<file path="src/rtl/pe_mac_sequencer_if.sv">
// Bus between the layer scheduler / writeback path and pe_mac_sequencer:
// job configuration, buffer read port, PE partial sum and result handshake.
interface pe_mac_sequencer_if #(
    parameter int ADDR_W = 10,
    parameter int LEN_W  = 8,
    parameter int ACC_W  = 40
);
    // Job request and configuration
    logic                     start;
    logic [ADDR_W-1:0]        ifm_base;
    logic [ADDR_W-1:0]        wgt_base;
    logic [LEN_W-1:0]         num_groups;
    logic signed [ACC_W-1:0]  bias;
    logic                     relu_en;

    // Buffer read strobes and addresses
    logic                     ifm_rd_en;
    logic                     wgt_rd_en;
    logic [ADDR_W-1:0]        ifm_rd_addr;
    logic [ADDR_W-1:0]        wgt_rd_addr;

    // PE partial sum (3-register pipeline output)
    logic signed [24:0]       pe_psum;

    // Result handshake and status
    logic                     out_valid;
    logic                     out_ready;
    logic signed [ACC_W-1:0]  out_data;
    logic                     busy;
    logic                     done;

    // Environment side: scheduler, buffers/PE and writeback
    modport master (
        output start, ifm_base, wgt_base, num_groups, bias, relu_en,
        output pe_psum, out_ready,
        input  ifm_rd_en, wgt_rd_en, ifm_rd_addr, wgt_rd_addr,
        input  out_valid, out_data, busy, done
    );

    // Sequencer side
    modport slave (
        input  start, ifm_base, wgt_base, num_groups, bias, relu_en,
        input  pe_psum, out_ready,
        output ifm_rd_en, wgt_rd_en, ifm_rd_addr, wgt_rd_addr,
        output out_valid, out_data, busy, done
    );
endinterface

</file>
<file path="src/rtl/pe_mac_sequencer.sv">
// Sequences one output pixel's dot product through a 4-lane PE: issues N
// buffer reads, tracks which PE cycles carry valid partial sums, accumulates
// them onto a bias, applies optional ReLU and presents the result.
module pe_mac_sequencer #(
    parameter int ADDR_W = 10,
    parameter int LEN_W  = 8,
    parameter int ACC_W  = 40
) (
    input  logic              clk,
    input  logic              rst_n,
    pe_mac_sequencer_if.slave bus
);

    typedef enum logic [1:0] {
        IDLE  = 2'd0,
        ISSUE = 2'd1,
        DRAIN = 2'd2,
        OUT   = 2'd3
    } state_t;

    state_t                  state_q, state_d;
    logic [LEN_W-1:0]        n_q, n_d;
    logic [LEN_W-1:0]        cnt_q, cnt_d;
    logic                    relu_q, relu_d;
    logic [ADDR_W-1:0]       ifm_addr_q, ifm_addr_d;
    logic [ADDR_W-1:0]       wgt_addr_q, wgt_addr_d;
    logic                    rd_en_q, rd_en_d;
    // Bit 0 = read issued last cycle; bit 3 = matching pe_psum is valid now
    logic [3:0]              vld_q, vld_d;
    logic signed [ACC_W-1:0] acc_q, acc_d;
    logic signed [ACC_W-1:0] out_data_q, out_data_d;
    logic                    out_valid_q, out_valid_d;
    logic                    busy_q, busy_d;
    logic                    done_q, done_d;

    logic signed [ACC_W-1:0] psum_ext;
    logic signed [ACC_W-1:0] acc_sum;

    // ReLU only touches the presented value, never the accumulator
    function automatic logic signed [ACC_W-1:0] relu_fn(
        input logic signed [ACC_W-1:0] v,
        input logic                    en
    );
        return (en && v[ACC_W-1]) ? '0 : v;
    endfunction

    // Sign-extended partial sum and the accumulator value after this cycle
    always_comb begin
        psum_ext = {{(ACC_W-25){bus.pe_psum[24]}}, bus.pe_psum};
        acc_sum  = vld_q[3] ? (acc_q + psum_ext) : acc_q;
    end

    // Next-state and registered-output logic
    always_comb begin
        state_d     = state_q;
        n_d         = n_q;
        cnt_d       = cnt_q;
        relu_d      = relu_q;
        ifm_addr_d  = ifm_addr_q;
        wgt_addr_d  = wgt_addr_q;
        rd_en_d     = 1'b0;
        vld_d       = {vld_q[2:0], rd_en_q};
        acc_d       = acc_sum;
        out_data_d  = out_data_q;
        out_valid_d = out_valid_q;
        done_d      = 1'b0;

        case (state_q)
            IDLE: begin
                if (bus.start) begin
                    n_d        = bus.num_groups;
                    relu_d     = bus.relu_en;
                    acc_d      = bus.bias;
                    cnt_d      = '0;
                    ifm_addr_d = bus.ifm_base;
                    wgt_addr_d = bus.wgt_base;
                    if (bus.num_groups != '0) begin
                        state_d = ISSUE;
                        rd_en_d = 1'b1;
                    end else begin
                        // Nothing to accumulate: present the bias directly
                        state_d     = OUT;
                        out_valid_d = 1'b1;
                        out_data_d  = relu_fn(bus.bias, bus.relu_en);
                    end
                end
            end
            ISSUE: begin
                // cnt_q is the group whose read is on the bus this cycle
                if (cnt_q == n_q - LEN_W'(1)) begin
                    state_d = DRAIN;
                end else begin
                    cnt_d      = cnt_q + LEN_W'(1);
                    ifm_addr_d = ifm_addr_q + ADDR_W'(1);
                    wgt_addr_d = wgt_addr_q + ADDR_W'(1);
                    rd_en_d    = 1'b1;
                end
            end
            DRAIN: begin
                // Only the last valid bit remains: it is accumulated this edge
                if (vld_q[2:0] == 3'b000) begin
                    state_d     = OUT;
                    out_valid_d = 1'b1;
                    out_data_d  = relu_fn(acc_sum, relu_q);
                end
            end
            OUT: begin
                if (bus.out_ready) begin
                    state_d     = IDLE;
                    out_valid_d = 1'b0;
                    done_d      = 1'b1;
                end
            end
            default: begin
                state_d = IDLE;
            end
        endcase

        busy_d = (state_d != IDLE);
    end

    // State and output registers with synchronous active-low reset
    always_ff @(posedge clk) begin
        if (!rst_n) begin
            state_q     <= IDLE;
            n_q         <= '0;
            cnt_q       <= '0;
            relu_q      <= 1'b0;
            ifm_addr_q  <= '0;
            wgt_addr_q  <= '0;
            rd_en_q     <= 1'b0;
            vld_q       <= '0;
            acc_q       <= '0;
            out_data_q  <= '0;
            out_valid_q <= 1'b0;
            busy_q      <= 1'b0;
            done_q      <= 1'b0;
        end else begin
            state_q     <= state_d;
            n_q         <= n_d;
            cnt_q       <= cnt_d;
            relu_q      <= relu_d;
            ifm_addr_q  <= ifm_addr_d;
            wgt_addr_q  <= wgt_addr_d;
            rd_en_q     <= rd_en_d;
            vld_q       <= vld_d;
            acc_q       <= acc_d;
            out_data_q  <= out_data_d;
            out_valid_q <= out_valid_d;
            busy_q      <= busy_d;
            done_q      <= done_d;
        end
    end

    assign bus.ifm_rd_en   = rd_en_q;
    assign bus.wgt_rd_en   = rd_en_q;
    assign bus.ifm_rd_addr = ifm_addr_q;
    assign bus.wgt_rd_addr = wgt_addr_q;
    assign bus.out_valid   = out_valid_q;
    assign bus.out_data    = out_data_q;
    assign bus.busy        = busy_q;
    assign bus.done        = done_q;

endmodule

</file>
<file path="src/flat_wrapper.sv">
// flat-port wrapper written by rule: the top's interface ports become plain ports
module pe_mac_sequencer_flat 
#(
    parameter int ADDR_W = 10,
    parameter int LEN_W  = 8,
    parameter int ACC_W  = 40
)
  (clk, rst_n, bus_start, bus_ifm_base, bus_wgt_base, bus_num_groups, bus_bias, bus_relu_en, bus_pe_psum, bus_out_ready, bus_ifm_rd_en, bus_wgt_rd_en, bus_ifm_rd_addr, bus_wgt_rd_addr, bus_out_valid, bus_out_data, bus_busy, bus_done);
  pe_mac_sequencer_if #(.ADDR_W(ADDR_W), .LEN_W(LEN_W), .ACC_W(ACC_W)) bus_i ();
  input  logic clk;
  input  logic rst_n;
  input wire logic [$bits(bus_i.start)-1:0] bus_start;
  input wire logic [$bits(bus_i.ifm_base)-1:0] bus_ifm_base;
  input wire logic [$bits(bus_i.wgt_base)-1:0] bus_wgt_base;
  input wire logic [$bits(bus_i.num_groups)-1:0] bus_num_groups;
  input wire logic [$bits(bus_i.bias)-1:0] bus_bias;
  input wire logic [$bits(bus_i.relu_en)-1:0] bus_relu_en;
  input wire logic [$bits(bus_i.pe_psum)-1:0] bus_pe_psum;
  input wire logic [$bits(bus_i.out_ready)-1:0] bus_out_ready;
  output wire logic [$bits(bus_i.ifm_rd_en)-1:0] bus_ifm_rd_en;
  output wire logic [$bits(bus_i.wgt_rd_en)-1:0] bus_wgt_rd_en;
  output wire logic [$bits(bus_i.ifm_rd_addr)-1:0] bus_ifm_rd_addr;
  output wire logic [$bits(bus_i.wgt_rd_addr)-1:0] bus_wgt_rd_addr;
  output wire logic [$bits(bus_i.out_valid)-1:0] bus_out_valid;
  output wire logic [$bits(bus_i.out_data)-1:0] bus_out_data;
  output wire logic [$bits(bus_i.busy)-1:0] bus_busy;
  output wire logic [$bits(bus_i.done)-1:0] bus_done;
  assign bus_i.start = bus_start;
  assign bus_i.ifm_base = bus_ifm_base;
  assign bus_i.wgt_base = bus_wgt_base;
  assign bus_i.num_groups = bus_num_groups;
  assign bus_i.bias = bus_bias;
  assign bus_i.relu_en = bus_relu_en;
  assign bus_i.pe_psum = bus_pe_psum;
  assign bus_i.out_ready = bus_out_ready;
  assign bus_ifm_rd_en = bus_i.ifm_rd_en;
  assign bus_wgt_rd_en = bus_i.wgt_rd_en;
  assign bus_ifm_rd_addr = bus_i.ifm_rd_addr;
  assign bus_wgt_rd_addr = bus_i.wgt_rd_addr;
  assign bus_out_valid = bus_i.out_valid;
  assign bus_out_data = bus_i.out_data;
  assign bus_busy = bus_i.busy;
  assign bus_done = bus_i.done;
  pe_mac_sequencer #(.ADDR_W(ADDR_W), .LEN_W(LEN_W), .ACC_W(ACC_W)) u_core (.clk(clk), .rst_n(rst_n), .bus(bus_i));
endmodule
</file>
<file path="config.mk">
export PLATFORM = sky130hd
export DESIGN_NAME = pe_mac_sequencer_flat
export DESIGN_NICKNAME = d
export VERILOG_FILES = /design/src/rtl/pe_mac_sequencer_if.sv /design/src/rtl/pe_mac_sequencer.sv /design/src/flat_wrapper.sv
export SDC_FILE = /design/constraint.sdc
export NUM_CORES = 1
export LEC_CHECK = 0
export CORE_ASPECT_RATIO = 1.25
export CORE_MARGIN = 2
export CORE_UTILIZATION = 57
export CTS_BUF_LIST = sky130_fd_sc_hd__clkbuf_16
export DETAILED_ROUTE_END_ITERATION = 8
export PLACE_DENSITY = 0.87
export SLEW_MARGIN = 5
export SYNTH_ARGS = -nofsm -noshare
export SYNTH_HDL_FRONTEND = slang
export SYNTH_SLANG_ARGS = --single-unit
</file>
<file path="constraint.sdc">
create_clock -name clk -period 5.6 [get_ports clk]
set_clock_uncertainty 0.1 [all_clocks]
set_input_delay 0.84 -clock clk [delete_from_list [all_inputs] [get_ports clk]]
set_output_delay 0.84 -clock clk [all_outputs]
set_load 0.01 [all_outputs]
</file>
Word level (Yosys, flattened, before mapping)

Cells that the tools add are included.

Add/sub/neg operators: 5
Muxes and demuxes: 34
Multiply operators: 0
Eq/ne operators: 9
Divide/modulo/power cells: 0
Shift operators: 0
Reduce and logical (&&, ||, !) cells: 14
Bitwise operators: 0
Order comparisons: 0

Operators with widths:

| kind                  | number |
|---|---|
| $mux 40               | 8 |
| $pmux 40 s2           | 1 |
| $add 40x25->40        | 1 |
| $mux 10               | 4 |
| $pmux 10 s2           | 2 |
| $add 10x1->10 const B | 2 |
| $mux 8                | 2 |
| $pmux 8 s2            | 1 |
| $mux 2                | 5 |
| $add 8x1->8 const B   | 1 |
| $eq 8x8->1            | 1 |
| $mux 1                | 8 |
| $ne 2x2->1 const B    | 4 |
| $pmux 2 s4            | 1 |
| $reduce_bool 8->1     | 1 |
| $sub 8x1->8 const B   | 1 |
| $reduce_bool 2->1     | 3 |
| $reduce_and 5->1      | 1 |
| $eq 2x2->1 const B    | 2 |
| $reduce_and 2->1      | 2 |
| $reduce_and 4->1      | 1 |
| $logic_not 3->1       | 1 |
| $pmux 1 s3            | 1 |
| $reduce_and 3->1      | 1 |
| other kinds (6)       | 7 |

Memory bits (read-only): 0
Latch bits: 0
Register bits after elaboration: 127
Output and inout port bits: 65
Bits in writable memories: 0
Word-level logic and storage cells: 75
Memories kept: 0

Logic depth before layout (Yosys ltp)

Word-level depth: 6
Depth in mapped cells: 14
Mapped depth without buffers: 12

Least setup slack after synthesis

No wires, ideal clock.

Path type: input port to flip-flop
Start point: input port bus_pe_psum[0]
End point: register u_core.out_data_q[34] (netlist: u_core.bus.out_data[34])
Setup slack: 2.097 ns
Arrival: 3.271 ns
Stages on the path: 12
Path buffers: 0
Required time: 5.367 ns
Path through: ha_1 fa_1 nand3_1 a21oi_1 or3b_1 a21oi_2 a21oi_2 a21o_1 or3_1 a31oi_1 a2bb2oi_2 a21oi_1

Longest elaborated chain between the ends: 6

Ends and longest elaborated chain:

| what                 | line                    | RTL |
|---|---|---|
| from (decl)          | flat_wrapper.sv:18      | `input wire logic [$bits(bus_i.pe_psum)-1:0] bus_pe_psum;` |
| $add 40x25->40 (*)   | pe_mac_sequencer.sv:50  | `acc_sum = vld_q[3] ? (acc_q + psum_ext) : acc_q;` |
| $mux 40 (*)          | pe_mac_sequencer.sv:50  |  |
| $logic_and 1x1->1    | pe_mac_sequencer.sv:44  | `return (en && v[ACC_W-1]) ? '0 : v;` |
| $mux 40 (*)          | pe_mac_sequencer.sv:44  |  |
| $mux 40 (*)          | pe_mac_sequencer.sv:101 | `if (vld_q[2:0] == 3'b000) begin` |
| $pmux 40 s2 (*)      | pe_mac_sequencer.sv:68  | `case (state_q)` |
| to (signal assigned) | pe_mac_sequencer.sv:148 | `out_data_q <= out_data_d;` |
| to (decl)            | pe_mac_sequencer.sv:31  | `logic signed [ACC_W-1:0] out_data_q, out_data_d;` |

Every way passes the cells marked *; elsewhere a longest branch is shown, timed or not. The select of a mux whose other input is x is not followed.
A chain may end at the register's enable or synchronous reset.

Worst setup path in the final report

Start point: input port bus_pe_psum[24]
End point: register u_core.out_data_q[1] (netlist: u_core.bus.out_data[1])

Longest elaborated chain between the ends: 6

Ends and longest elaborated chain:

| what              | line |
|---|---|
| $add 40x25->40    | pe_mac_sequencer.sv:50 |
| $mux 40           | pe_mac_sequencer.sv:50 |
| $logic_and 1x1->1 | pe_mac_sequencer.sv:44 |
| $mux 40           | pe_mac_sequencer.sv:44 |
| $mux 40           | pe_mac_sequencer.sv:101 |
| $pmux 40 s2       | pe_mac_sequencer.sv:68 |

No other way between the ends. The select of a mux whose other input is x is not followed.

==> results_dict.tcl <==
set metrics [dict create \
    grt_setup_unrepaired "no" \
    synth-main-ff-cell "dfxtp_1" \
    leakage_uw 0.00409 \
    route.detailed.drc 0 \
    synth_enable_flop_cells 0 \
    antenna_cells 0 \
    die_y_um 137 \
    critical_path_buf_inv_count 2 \
    cts_sinks 127 \
    r2r_setup_slack_ns 2.21 \
    cp_common_cell "a21oi_1" \
    final_area_um2 10400 \
    cts_root_buf "clkbuf_16" \
    clkSlewWorstSetupHoldPaths_ns 0.06 \
    syn_nets 1167 \
    finalWirelength_um 23900 \
    crit_slowest_cell "clkdlybuf4s50_1" \
    crit_path_cell_trace "clkdlybuf4s50_1 > ha_1 > a21oi_1 > nor2_1 > o2111a_1 > o31ai_1 > o211a_1 > o21ai_1 > a21o_1 > nand3_1 > buf_4 > a2bb2oi_1 > a21oi_1" \
    io_pins 163 \
    start_kind "input port" \
    instances_no_fill 1335 \
    grt_max_degree 83 \
    drtAntennaViolNets 0 \
    critPathKind "input port to register" \
    grt_pass1_vias 7967 \
    vias_per_cell 6.29 \
    synth_area_um2 8080 \
    endpoint "u_core.bus.out_data[1]" \
    cp-end-kind "register" \
    cpLargestDelayFamily "compound AO/OA/AOI/OAI gates" \
    place_inst 1303 \
    status "complete, no violations" \
    drive_above_1_share 0.0698 \
    slew_viol_final 0 \
    tightestPinTransition_ns 1.00 \
    core-area_um2 13800 \
    fmax_ghz 0.242 \
    post_cts_buffers 0 \
    timing.slew.headroom 0.332 \
    ff2ff_path_depth 11 \
    yosys_warnings 0 \
    cpPeakStageDelay_ns 0.85 \
    grt_antenna_before_repair 0 \
    synth-seq-cells 127 \
    p_per_area_nw_per_um2 271 \
    numCtsBuffers 17 \
    area_delta_synth_final_pct 28.2 \
    worstPathRequired_ns 5.79 \
    overflow 0 \
    hold_viol 0 \
    tritoncts "done" \
    drt_iter0_drc 548 \
    die_w_um 110 \
    clockBufferDepth 2 \
    setup_viol 0 \
    mostFrequentLayoutCells "clkdlybuf4s50_1, dfxtp_1, a21oi_1" \
    cts_max_level 4 \
    async_flop_share 0 \
    gp_congestion 1.00 \
    power_uw 2800 \
    routed-via-count 8403 \
    hpwlAfterDp_um 16300 \
    grt_pass1_wl_um 38900 \
    crit_start "bus_pe_psum[24]" \
    nNetsFinal 1289 \
    r2r_end "u_core.bus.busy" \
    peakVddDrop_mv 0.218 \
    die_area_um2 15100 \
    final.setup.tns_ns 0 \
    fill_cells 1027 \
    cap_violations 0 \
    final_common_cell "clkdlybuf4s50_1" \
    cp_num_cells 13 \
    clock_latency_ns 0.43 \
    syn_inst 1025 \
    arrival_ns 4.31 \
    synth_cell_types 66 \
    port_buffers 162 \
    place_area_um2 9740 \
    rows 48 \
    wl_per_cell_um 17.9 \
    avgSynthCellArea_um2 7.88 \
    initial_core_util 0.585 \
    crit_fanout 25 \
    drtPass1Iterations 5 \
    finalCritPeriodShare 0.737 \
    post_cts_resized 0 \
    hold_buffers 0 \
    grt_usage 0.313 \
    finalCriticalPeriod_ns 4.13 \
    ys_seq_area_frac 0.315 \
    fin_util 0.750 \
    hp-class "register to register" \
    rr_startpoint "u_core.n_q[0]" \
]
==> logic make-up (layout without fill, tap and decap cells) <==
logic type      count (synthesis)  after routing  share of synthesized area
buf+inv                        80            215                     0.0395
flops                         127            127                      0.315
fa+ha+maj                      44             44                     0.0691
compound gates                378            378                      0.301
simple gates                  316            316                      0.184
mux                            29             29                     0.0364
xor+xnor                       51             51                     0.0553
==> through the flow <==
| step | worst slack [ns] | hold WS [ns] |
|---|---|---|
| floorplan | 2.10 | 0.345 |
| global placement | 1.20 | 0.363 |
| detailed placement | 1.08 | 0.367 |
| CTS | 1.54 | 0.376 |
| global route | 1.17 | 0.412 |
| finish | 1.47 | 0.378 |
==> state kept, by name, summed over array words and instances (netlist names), 2 cells and up <==
signal                  flops
u_core.bus.out_data        40
u_core.bus.wgt_rd_addr     10
u_core.vld_q                4
u_core.n_q                  8
u_core.state_q              2
u_core.bus.ifm_rd_addr     10
u_core.cnt_q                8
u_core.acc_q               40
==> layer usage <==
metal | vias up | part of all wire | GRT usage
li1 | 4024 | - | -
met1 | 3945 | 0.40 | 0.367
met2 | 373 | 0.49 | 0.552
met3 | 61 | 0.074 | 0.0682
met4 | 0 | 0.032 | 0.135
met5 | - | 0 | 0
==> cell usage after synthesis (all sizes together) (19+ instances only) <==
| cell type | instances | area, um2 |
|---|---|---|
| a21oi | 128 | 648 |
| dfxtp | 127 | 2540 |
| nor2 | 111 | 417 |
| nand2 | 78 | 293 |
| o21ai | 76 | 384 |
| clkbuf | 53 | 199 |
| ha | 43 | 538 |
| a211oi | 35 | 263 |
| xnor2 | 35 | 307 |
| mux2i | 26 | 260 |
| a2bb2oi | 25 | 225 |
| nand3 | 21 | 105 |
| and3 | 19 | 119 |
==> power by group <==
group | switching (uW) | internal, uW
clock network | 460 | 714
registers | 40.7 | 949
logic | 347 | 292
==> worst reg2reg max path, cell delays in order, from the launching register on <==
cell and delay [ns]:
dfxtp_1 0.44, inv_1 0.07, ha_1 0.28, xor2_1 0.19, nor3_1 0.22, a31oi_1 0.06
nor4_1 0.40, o211ai_1 0.26, a21oi_2 0.42, buf_4 0.41, a21oi_1 0.13, or2_2 0.31
==> worst min path at each step <==
| stage | startpoint | to | slack, ns | depth (start not counted) |
|---|---|---|---|---|
| 3_5_place_dp | u_core.n_q[7] | u_core.n_q[7] | 0.37 | 2 |
| 6_report | u_core.n_q[7] | u_core.n_q[7] | 0.38 | 2 |
| 2_1_floorplan | u_core.n_q[6] | u_core.n_q[6] | 0.34 | 2 |
| 4_1_cts | u_core.n_q[7] | u_core.n_q[7] | 0.38 | 2 |
| 3_3_place_gp | u_core.n_q[7] | u_core.n_q[7] | 0.36 | 2 |
| 5_1_grt | u_core.bus.out_data[20] | u_core.bus.out_data[20] | 0.41 | 1 |
==> area by class of cell <==
class	instances	area [um2]	area share
tap	175	219	0.0211
timing repair buffer	172	1690	0.163
sequential	127	2540	0.246
clock buffer	17	425	0.0411
clock inverter	15	195	0.0188
inverter	11	41.3	0.00399
multi-input combinational	818	5240	0.506
Note: power is estimated with default switching activity, not from simulation.
